## config.mk

```make
export PLATFORM = sky130hd
export DESIGN_NAME = pipe_stage_reg
export DESIGN_NICKNAME = d
export VERILOG_FILES = /design/src/rtl/pipe_stage_pkg.sv /design/src/rtl/pipe_stage_slot.sv /design/src/rtl/pipe_stage_reg.sv
export SDC_FILE = /design/constraint.sdc
export NUM_CORES = 1
export LEC_CHECK = 0
export ABC_AREA = 0
export CORE_AREA = 10 10 169 187
export CTS_BUF_LIST = sky130_fd_sc_hd__clkbuf_4
export DETAILED_ROUTE_END_ITERATION = 7
export DIE_AREA = 0 0 179 197
export PLACE_DENSITY = 0.73
export SYNTH_ARGS = -nofsm -noshare
export SYNTH_HDL_FRONTEND = slang
export SYNTH_SLANG_ARGS = --single-unit
```

## constraint.sdc

```tcl
create_clock -name clock -period 15.3 [get_ports clock]
set_input_delay 4.59 -clock clock [delete_from_list [all_inputs] [get_ports clock]]
set_output_delay 4.59 -clock clock [all_outputs]
set_load 0.02 [all_outputs]
```

## src/rtl/pipe_stage_pkg.sv

```systemverilog
// Shared widths, types and constants for the generic pipeline stage register.
package pipe_stage_pkg;

  localparam int unsigned OCC_W       = 2;
  localparam int unsigned STALL_CNT_W = 32;

  // Replicated to CTRL_W at each use site to form the NOP control bundle.
  localparam logic CTRL_NOP = 1'b0;

  typedef logic [OCC_W-1:0] occ_t;

endpackage

```

## src/rtl/pipe_stage_slot.sv

```systemverilog
// One storage entry (valid + control + payload) of a pipeline stage register.
// Clearing drops valid and zeroes control but keeps the payload bits.
module pipe_stage_slot
  import pipe_stage_pkg::*;
#(
  parameter int unsigned CTRL_W = 16,
  parameter int unsigned DATA_W = 128
) (
  input  logic              clock,
  input  logic              reset,
  input  logic              load,
  input  logic              clear,
  input  logic [CTRL_W-1:0] ctrl_i,
  input  logic [DATA_W-1:0] data_i,
  output logic              valid_o,
  output logic [CTRL_W-1:0] ctrl_o,
  output logic [DATA_W-1:0] data_o
);

  logic              valid_q;
  logic [CTRL_W-1:0] ctrl_q;
  logic [DATA_W-1:0] data_q;

  always_ff @(posedge clock or posedge reset) begin
    if (reset) begin
      valid_q <= 1'b0;
      ctrl_q  <= {CTRL_W{CTRL_NOP}};
      data_q  <= '0;
    end else if (clear) begin
      valid_q <= 1'b0;
      ctrl_q  <= {CTRL_W{CTRL_NOP}};
    end else if (load) begin
      valid_q <= 1'b1;
      ctrl_q  <= ctrl_i;
      data_q  <= data_i;
    end
  end

  assign valid_o = valid_q;
  assign ctrl_o  = ctrl_q;
  assign data_o  = data_q;

endmodule

```

## src/rtl/pipe_stage_reg.sv

```systemverilog
// Parametrised pipeline stage register with valid/ready, flush and bubble insertion.
// Optional stall-cycle counter enabled by defining PIPE_STAGE_STALL_CNT_EN.
module pipe_stage_reg
  import pipe_stage_pkg::*;
#(
  parameter int unsigned DATA_W = 128,
  parameter int unsigned CTRL_W = 16,
  parameter int unsigned SKID   = 1
) (
  input  logic              clock,
  input  logic              reset,
  input  logic              flush,
  input  logic              in_valid,
  output logic              in_ready,
  input  logic [CTRL_W-1:0] in_ctrl,
  input  logic [DATA_W-1:0] in_data,
  output logic              out_valid,
  input  logic              out_ready,
  output logic [CTRL_W-1:0] out_ctrl,
  output logic [DATA_W-1:0] out_data,
  output logic [OCC_W-1:0]  occupancy
`ifdef PIPE_STAGE_STALL_CNT_EN
  ,
  output logic [STALL_CNT_W-1:0] stall_cycles
`endif
);

  logic              m_valid, s_valid;
  logic [CTRL_W-1:0] m_ctrl, s_ctrl, m_ctrl_d;
  logic [DATA_W-1:0] m_data, s_data, m_data_d;
  logic              m_load, m_clear, s_load, s_clear;
  logic              m_valid_d, s_valid_d;
  logic              in_fire, out_fire, m_take;
  occ_t              occ_q;

  assign in_fire  = in_valid & in_ready;
  assign out_fire = m_valid & out_ready;
  assign m_take   = ~m_valid | out_fire;

  // M refills from S first, then from the input; S only catches input while M is stalled.
  always_comb begin
    m_load    = 1'b0;
    m_clear   = 1'b0;
    s_load    = 1'b0;
    s_clear   = 1'b0;
    m_ctrl_d  = in_ctrl;
    m_data_d  = in_data;
    if (flush) begin
      m_clear = 1'b1;
      s_clear = 1'b1;
    end else if (m_take) begin
      if (s_valid) begin
        m_load   = 1'b1;
        m_ctrl_d = s_ctrl;
        m_data_d = s_data;
        s_clear  = 1'b1;
      end else if (in_fire) begin
        m_load = 1'b1;
      end else begin
        m_clear = 1'b1;
      end
    end else if (in_fire) begin
      s_load = 1'b1;
    end
  end

  assign m_valid_d = ~flush & (m_take ? (s_valid | in_fire) : 1'b1);
  assign s_valid_d = ~flush & ~m_take & (s_valid | in_fire);

  pipe_stage_slot #(.CTRL_W(CTRL_W), .DATA_W(DATA_W)) u_m (
    .clock   (clock),
    .reset   (reset),
    .load    (m_load),
    .clear   (m_clear),
    .ctrl_i  (m_ctrl_d),
    .data_i  (m_data_d),
    .valid_o (m_valid),
    .ctrl_o  (m_ctrl),
    .data_o  (m_data)
  );

  if (SKID != 0) begin : g_skid
    logic in_ready_q;

    pipe_stage_slot #(.CTRL_W(CTRL_W), .DATA_W(DATA_W)) u_s (
      .clock   (clock),
      .reset   (reset),
      .load    (s_load),
      .clear   (s_clear),
      .ctrl_i  (in_ctrl),
      .data_i  (in_data),
      .valid_o (s_valid),
      .ctrl_o  (s_ctrl),
      .data_o  (s_data)
    );

    // Registered ready: no combinational path from out_ready.
    always_ff @(posedge clock or posedge reset) begin
      if (reset) in_ready_q <= 1'b1;
      else       in_ready_q <= ~s_valid_d;
    end

    assign in_ready = in_ready_q;
  end else begin : g_no_skid
    assign s_valid  = 1'b0;
    assign s_ctrl   = '0;
    assign s_data   = '0;
    assign in_ready = ~m_valid | out_ready;
  end

  always_ff @(posedge clock or posedge reset) begin
    if (reset) occ_q <= '0;
    else       occ_q <= occ_t'(m_valid_d) + occ_t'(s_valid_d);
  end

  assign out_valid = m_valid;
  assign out_ctrl  = m_ctrl;
  assign out_data  = m_data;
  assign occupancy = occ_q;

`ifdef PIPE_STAGE_STALL_CNT_EN
  logic [STALL_CNT_W-1:0] stall_q;

  // Saturating count of cycles where an entry waits on downstream; survives flush.
  always_ff @(posedge clock or posedge reset) begin
    if (reset)                                  stall_q <= '0;
    else if (m_valid & ~out_ready & ~(&stall_q)) stall_q <= stall_q + STALL_CNT_W'(1);
  end

  assign stall_cycles = stall_q;
`endif

endmodule
```

==> results of run 1 <==
how the worst min path moves through the flow:
stage / startpoint / to / slack (ns) / depth (start not counted)
finish: g_skid.u_s.ctrl_o[14]$_DFFE_PP0P_ / g_skid.u_s.ctrl_o[14]$_DFFE_PP0P_ / 0.51 / 1
global route: g_skid.u_s.ctrl_o[4]$_DFFE_PP0P_ / g_skid.u_s.ctrl_o[4]$_DFFE_PP0P_ / 0.52 / 1
CTS: g_skid.u_s.ctrl_o[0]$_DFFE_PP0P_ / u_m.ctrl_o[0]$_DFFE_PP0P_ / 0.51 / 1
detailed placement: g_skid.u_s.ctrl_o[9]$_DFFE_PP0P_ / g_skid.u_s.ctrl_o[9]$_DFFE_PP0P_ / 0.49 / 1
global placement: g_skid.u_s.ctrl_o[9]$_DFFE_PP0P_ / u_m.ctrl_o[9]$_DFFE_PP0P_ / 0.49 / 1
floorplan: g_skid.u_s.ctrl_o[0]$_DFFE_PP0P_ / g_skid.u_s.ctrl_o[0]$_DFFE_PP0P_ / 0.47 / 1
per-layer routing:
layer  vias to the layer above  wire [um]
met4                         2       1020
met5                         -         11
li1                       4732          -
met1                      5231      14700
met3                        66       3340
met2                       514      18400
power by group through the flow:
stage	sequential (W)	clock, W	combinational [W]
global route	0.00101	0.000748	0.000543
CTS	0.000994	0.000707	0.000498
detailed placement	0.00101	0	0.000494
finish	0.000993	0.000686	0.000494
global placement	0.00100	0	0.000482
floorplan	0.00107	0	0.000188
final cells by class:
cell class / count / area [sq um] / area share
multi-input cells: 449 / 3150 / 0.192
clock buffers: 116 / 871 / 0.0530
clock inverters: 10 / 90.1 / 0.00548
diodes: 8 / 20.0 / 0.00122
repair buffers: 309 / 3060 / 0.186
flip-flops and latches: 293 / 7330 / 0.446
well taps: 363 / 454 / 0.0276
inverters: 386 / 1460 / 0.0886
synth_stat cells (all sizes together), types with 2 or more instances:
| cell type | number |
|---|---|
| buf | 52 |
| and2 | 17 |
| nand3 | 128 |
| a22o | 16 |
| dfrtp | 292 |
| clkbuf | 39 |
| o21ai | 128 |
| a221o | 16 |
| nor3 | 3 |
| inv | 386 |
| a222oi | 128 |
| a21oi | 3 |
| nor3b | 2 |
per-stage QoR:
step	total power, W	instances
after floorplan	0.00125	1219
after global placement	0.00149	1800
after detailed placement	0.00150	1800
after CTS	0.00220	1926
after global routing	0.00230	1933
final	0.00217	1934
registers in the layout, summed over array words and instances (netlist names):
signal,count
u_m.valid_o,1
u_m.ctrl_o,16
g_skid.u_s.data_o,128
g_skid.u_s.valid_o,1
g_skid.u_s.ctrl_o,16
occupancy,2
in_ready,1
u_m.data_o,128
worst reg2reg max path: stages, from the launching register on:
cell and delay (ns):
dfrtp_1 0.44, nor2b_4 0.17, nor3b_2 0.18, buf_4 0.78, buf_4 0.78, a222oi_1 0.29
kinds of logic after synthesis:
| family | count (synthesis) | share of synthesized area |
|---|---|---|
| buf+inv | 477 | 0.152 |
| compound gates | 292 | 0.183 |
| fa+ha+maj | 1 | 0.00102 |
| simple gates | 156 | 0.0694 |
| flops | 293 | 0.595 |
==> run metrics, run 1 <==
dominant cells by area after synthesis dfrtp_1 59%, inv_1 12%, a222oi_1 10%, nand3_1 5.2%, o21ai_0 5.2%; met1 Use GR 0.260; Seq/Total Area, Yosys 0.595; Syn Nets 1369; max_cap viols 0; Clock power frac 0.316; crit-path cells clkdlybuf4s50_1, nor3b_2, buf_4, buf_4, a222oi_1; worst reg2reg path depth 5; Setup Fix Bufs, Post-CTS 0; Seq pwr share 0.457; fin util 0.595; layout net count 1666; commonest non-fill, non-tap cell in the layout inv_1; Worst path max stage delay 0.78 ns; critical path peak fanout 84; worst setup margin 8.29 ns; setup slack, reg-to-reg 12.46 ns; CTS Sinks 293; Pwr Density 132 mW/mm^2; WS Path Type in -> reg; CORE AREA 0.0276 sq mm; Critical Path End u_m.data_o[99]$_DFFE_PP0P_; switching share of power 0.300; io pins 297; Mean Syn Cell Area 10.1 sq um; critical path's slowest cell buf_4; unrepaired setup endpoints after global routing false; worst vdd ir 0.0000673 V; CP Launch Point flush; Mapped Cells 1219; predominant post-synthesis flop cell dfrtp_1; GRT busiest layer met2; Starting Density 0.446; final instance area 0.0164 sq mm; area added between synthesis and finish 33.4%; total CTS buffers 77; Rel. slew slack 0.288; synthesis-stage register bit count 293; DRC viols 7; Via Count 10545; Hold Violations, Final 0; share of post-route cells with drive strength above 1 0.0921; largest net degree at the start of global routing 108; Yosys cell types 26; critical path required time 15.74 ns; most frequent cells in the layout 385 x inv_1, 296 x clkdlybuf4s50_1, 292 x dfrtp_1; GR Util met2 0.328; clock buffer depth 3; Psw 0.000652 W; Post-DP Area 0.0155 sq mm; Worst Path Arrival 7.45 ns; number of synthesized flops with an enable pin 0; # resized after CTS 0; Clk Latency, worst-skew pair 0.65 ns; first-pass GRT wire length 59000 um; Reg2Reg Launch Point u_m.valid_o$_DFFE_PP0P_; worst-margin pin slew 1.07 ns; total gr overflow 0; biggest area consumer among synthesized cells dfrtp_1; # setup viols final 0; Pins Over Slew Limit 0; LEAKAGE 8.26 nW; initial antenna violation count 8; routed vias/inst 5.45; Crit. path cell count 5; H-tree Lvls 3; CP Launch Type input pin; Setup WS pre-CTS 7.69 ns; total negative slack 0 ns; Synth top area share 0.593; fin crit period 7.01 ns; Fin Clk Skew 0.0311 ns; gpl congestion 0.801; mapped cell area 0.0123 sq mm; CTS tree built; fmax 143 MHz; Total GRT Usage 0.207; Die Width 179 um; row cnt 64; hpwl dp 23200 um; Die ar. 0.0353 sq mm; RR Endpoint u_m.data_o[99]$_DFFE_PP0P_; vias in the first global route 10837; crit end category flip-flop; die height 197 um; Worst Hold Class reg -> reg; Root Buffer clkbuf_4; hold slack 0.507 ns; failing checks DRC; Post-Route WL 37400 um; met3 Use GR 0.0541; Routed Antenna Nets 0; worst path bufs/invs 3; internal power 0.00152 W; outcome complete, but fails checks; CP dominant cell by count buf_4; Pre-antenna DRT Iters 8; Reg clk slew, reported paths 0.06 ns; # fillers 2393; input/output buffers 296; Yosys warning count 0; final cycle utilization of the critical path 0.458; DRT iter0 DRCs 1450; critical path's top delay family buffers and inverters; hold buffers post-CTS 0; ys async rst share 1.00; routed len/inst 19.4 um; combinational fraction of design power 0.227
No activity file was read; power rests on OpenSTA's default activity.
==> inputs of run 2 (changes only) <==
--- a/config.mk
+++ b/config.mk
@@ -10,7 +10,7 @@
 export CTS_BUF_LIST = sky130_fd_sc_hd__clkbuf_4
 export DETAILED_ROUTE_END_ITERATION = 7
 export DIE_AREA = 0 0 179 197
-export PLACE_DENSITY = 0.73
+export PLACE_DENSITY = 0.76
 export SYNTH_ARGS = -nofsm -noshare
 export SYNTH_HDL_FRONTEND = slang
 export SYNTH_SLANG_ARGS = --single-unit
==> constraint.sdc (replaced) <==
create_clock -name clock -period 6.25 [get_ports clock]
set_input_delay 1.875 -clock clock [delete_from_list [all_inputs] [get_ports clock]]
set_output_delay 1.875 -clock clock [all_outputs]
set_load 0.02 [all_outputs]
==> run 2 against run 1 <==
The run still ends with DRC left. Worst hold slack got worse by 0.025 ns. Critical path type is now reg -> out. Setup slack got worse by 5.8 ns. Flip-flop and latch count unchanged. First-iteration DRC count decreased by 5.4%. Sequential share of layout area decreased by 0.23 points. Critical path depth decreased by 4. Clock skew increased by 0.013 ns. Largest cell class unchanged. Total power increased by 150%. Cell area increased by 0.52%. Sequential power increased by 140%. Non-clock buffer count increased by 1.
==> run metrics, run 2 (same netlist as run 1, synthesis figures left out) <==
DRT iter0 DRCs 1372 (was 1450); critical path peak fanout 5 (was 84); first-pass GRT wire length 59000 um (about the same); final instance area 0.0165 sq mm (was 0.0164 sq mm); CTS Sinks 293 (unchanged); # fillers 2297 (was 2393); Root Buffer clkbuf_4 (unchanged); Pwr Density 323 mW/mm^2 (was 132 mW/mm^2); worst reg2reg path depth 4 (was 5); setup slack, reg-to-reg 3.86 ns (was 12.46 ns); critical path's top delay family buffers and inverters (unchanged); H-tree Lvls 3 (unchanged); total CTS buffers 75 (was 77); hold buffers post-CTS 0 (unchanged); HP Start g_skid.u_s.ctrl_o[14]$_DFFE_PP0P_ (unchanged); unrepaired setup endpoints after global routing false (unchanged); worst-margin pin slew 1.15 ns (was 1.07 ns); Starting Density 0.446 (unchanged); area added between synthesis and finish 34.1% (was 33.4%); switching share of power 0.301 (was 0.300); WS Path Type reg -> out (was in -> reg); Via Count 10565 (was 10545); total negative slack 0 ns (unchanged); fin crit period 3.72 ns; failing checks DRC (unchanged); # setup viols final 0 (unchanged); most frequent cells in the layout 385 x inv_1, 296 x clkdlybuf4s50_1, 292 x dfrtp_1 (unchanged); Seq pwr share 0.454 (was 0.457); initial antenna violation count 11 (was 8); total gr overflow 0 (unchanged); Post-Route WL 37700 um (was 37400 um); Hold EP u_m.ctrl_o[14]$_DFFE_PP0P_ (was g_skid.u_s.ctrl_o[14]$_DFFE_PP0P_); internal power 0.00373 W (was 0.00152 W); Die Width 179 um (unchanged); Post-DP Area 0.0155 sq mm (about the same); critical path required time 4.38 ns (was 15.74 ns); Fin Clk Skew 0.0442 ns (was 0.0311 ns); Clk Latency, worst-skew pair 0.66 ns (was 0.65 ns); gpl congestion 0.791 (was 0.801); Worst Path Arrival 1.85 ns (was 7.45 ns); Pwr Total 0.00534 W (was 0.00217 W); crit-path cells clkdlybuf4s50_1 (was clkdlybuf4s50_1, nor3b_2, buf_4, buf_4, a222oi_1); clock buffer depth 3 (unchanged); Reg clk slew, reported paths 0.07 ns (was 0.06 ns); layout net count 1665 (was 1666); worst path bufs/invs 1 (was 3); Hold Violations, Final 0 (unchanged); outcome complete, but fails checks (unchanged); Pins Over Slew Limit 0 (unchanged); RR Endpoint u_m.data_o[64]$_DFFE_PP0P_ (was u_m.data_o[99]$_DFFE_PP0P_); Crit. path cell count 1 (was 5); Setup Fix Bufs, Post-CTS 0 (unchanged); fmax 269 MHz; Worst Hold Class reg -> reg (unchanged); Total GRT Usage 0.206 (was 0.207); max_cap viols 0 (unchanged); # resized after CTS 0 (unchanged); Routed Antenna Nets 0 (unchanged); row cnt 64 (unchanged); share of post-route cells with drive strength above 1 0.0858 (was 0.0921); routed len/inst 19.5 um (was 19.4 um); largest net degree at the start of global routing 179 (was 108); Worst path max stage delay 0.62 ns (was 0.78 ns); vias in the first global route 10866 (was 10837); LEAKAGE 8.26 nW (about the same); Pre-antenna DRT Iters 8 (unchanged); crit end category primary output (was flip-flop); commonest non-fill, non-tap cell in the layout inv_1 (unchanged); Hold Crit Depth 1 (unchanged); input/output buffers 296 (unchanged); combinational fraction of design power 0.230 (was 0.227); Clock power frac 0.316 (about the same); worst vdd ir 0.000185 V (was 0.0000673 V); io pins 297 (unchanged); Rel. slew slack 0.233 (was 0.288); CTS tree built (unchanged); routed vias/inst 5.46 (was 5.45); CORE AREA 0.0276 sq mm (unchanged); Psw 0.00161 W (was 0.000652 W); final cycle utilization of the critical path 0.596; DRC viols 1 (was 7); CP Launch Type flip-flop (was input pin); hpwl dp 23400 um (was 23200 um); critical path's slowest cell clkdlybuf4s50_1 (was buf_4); Die ar. 0.0353 sq mm (unchanged); die height 197 um (unchanged); Reg2Reg Launch Point g_skid.u_s.valid_o$_DFFE_PP0P_ (was u_m.valid_o$_DFFE_PP0P_)
run 2: cell count changes in the layout (fill, tap and decap cells not counted), sizes merged:
cell	change
bufinv	+2
clkinv	+11
inv	-3
clkbuf	-13
diode	+3
clkinvlp	+1
buf	+1
run 2: layout make-up:
type / count / area, sq um / area share
Timing Repair Buffer: 310 / 3140 / 0.190
Clock buffer: 103 / 773 / 0.0468
Tap cell: 363 / 454 / 0.0275
Multi-Input combinational cell: 449 / 3150 / 0.191
Sequential cell: 293 / 7330 / 0.444
Antenna cell: 11 / 27.5 / 0.00167
Inverter: 386 / 1450 / 0.0879
Clock inverter: 21 / 186 / 0.0113
run 2: stage by stage:
step | instances | setup slack, ns | hold slack [ns] | util
2_1_floorplan | 1219 | 0.487 | 0.473 | -
3_3_place_gp | 1801 | 1.93 | 0.484 | 0.562
3_5_place_dp | 1801 | 1.88 | 0.492 | 0.562
4_1_cts | 1925 | 2.45 | 0.481 | 0.597
5_1_grt | 1936 | 2.42 | 0.520 | 0.598
6_report | 1936 | 2.53 | 0.483 | 0.598
run 2: power by group through the flow:
stage | clock (W) | combinational (W) | sequential [W]
after floorplan | 0 | 0.000460 | 0.00261
after global placement | 0 | 0.00119 | 0.00245
after detailed placement | 0 | 0.00123 | 0.00245
after CTS | 0.00174 | 0.00124 | 0.00242
after global routing | 0.00185 | 0.00135 | 0.00246
final | 0.00169 | 0.00123 | 0.00242
run 2: how the worst max path moves through the flow:
| stage | slack (ns) | end | from |
|---|---|---|---|
| floorplan | 0.49 | g_skid.u_s.ctrl_o[0]$_DFFE_PP0P_ | reset |
| global placement | 1.93 | u_m.data_o[70]$_DFFE_PP0P_ | flush |
| detailed placement | 1.88 | u_m.data_o[69]$_DFFE_PP0P_ | flush |
| CTS | 2.45 | in_ready | in_ready$_DFF_PP1_ |
| global route | 2.42 | in_ready | in_ready$_DFF_PP1_ |
| finish | 2.53 | in_ready | in_ready$_DFF_PP1_ |
run 2: layer usage:
metal	routed length, um	vias to the layer above	GRT usage
met5	0	-	0
met4	888	0	0.0944
met3	3430	61	0.0522
met2	18700	537	0.328
met1	14600	5219	0.259
li1	-	4748	-
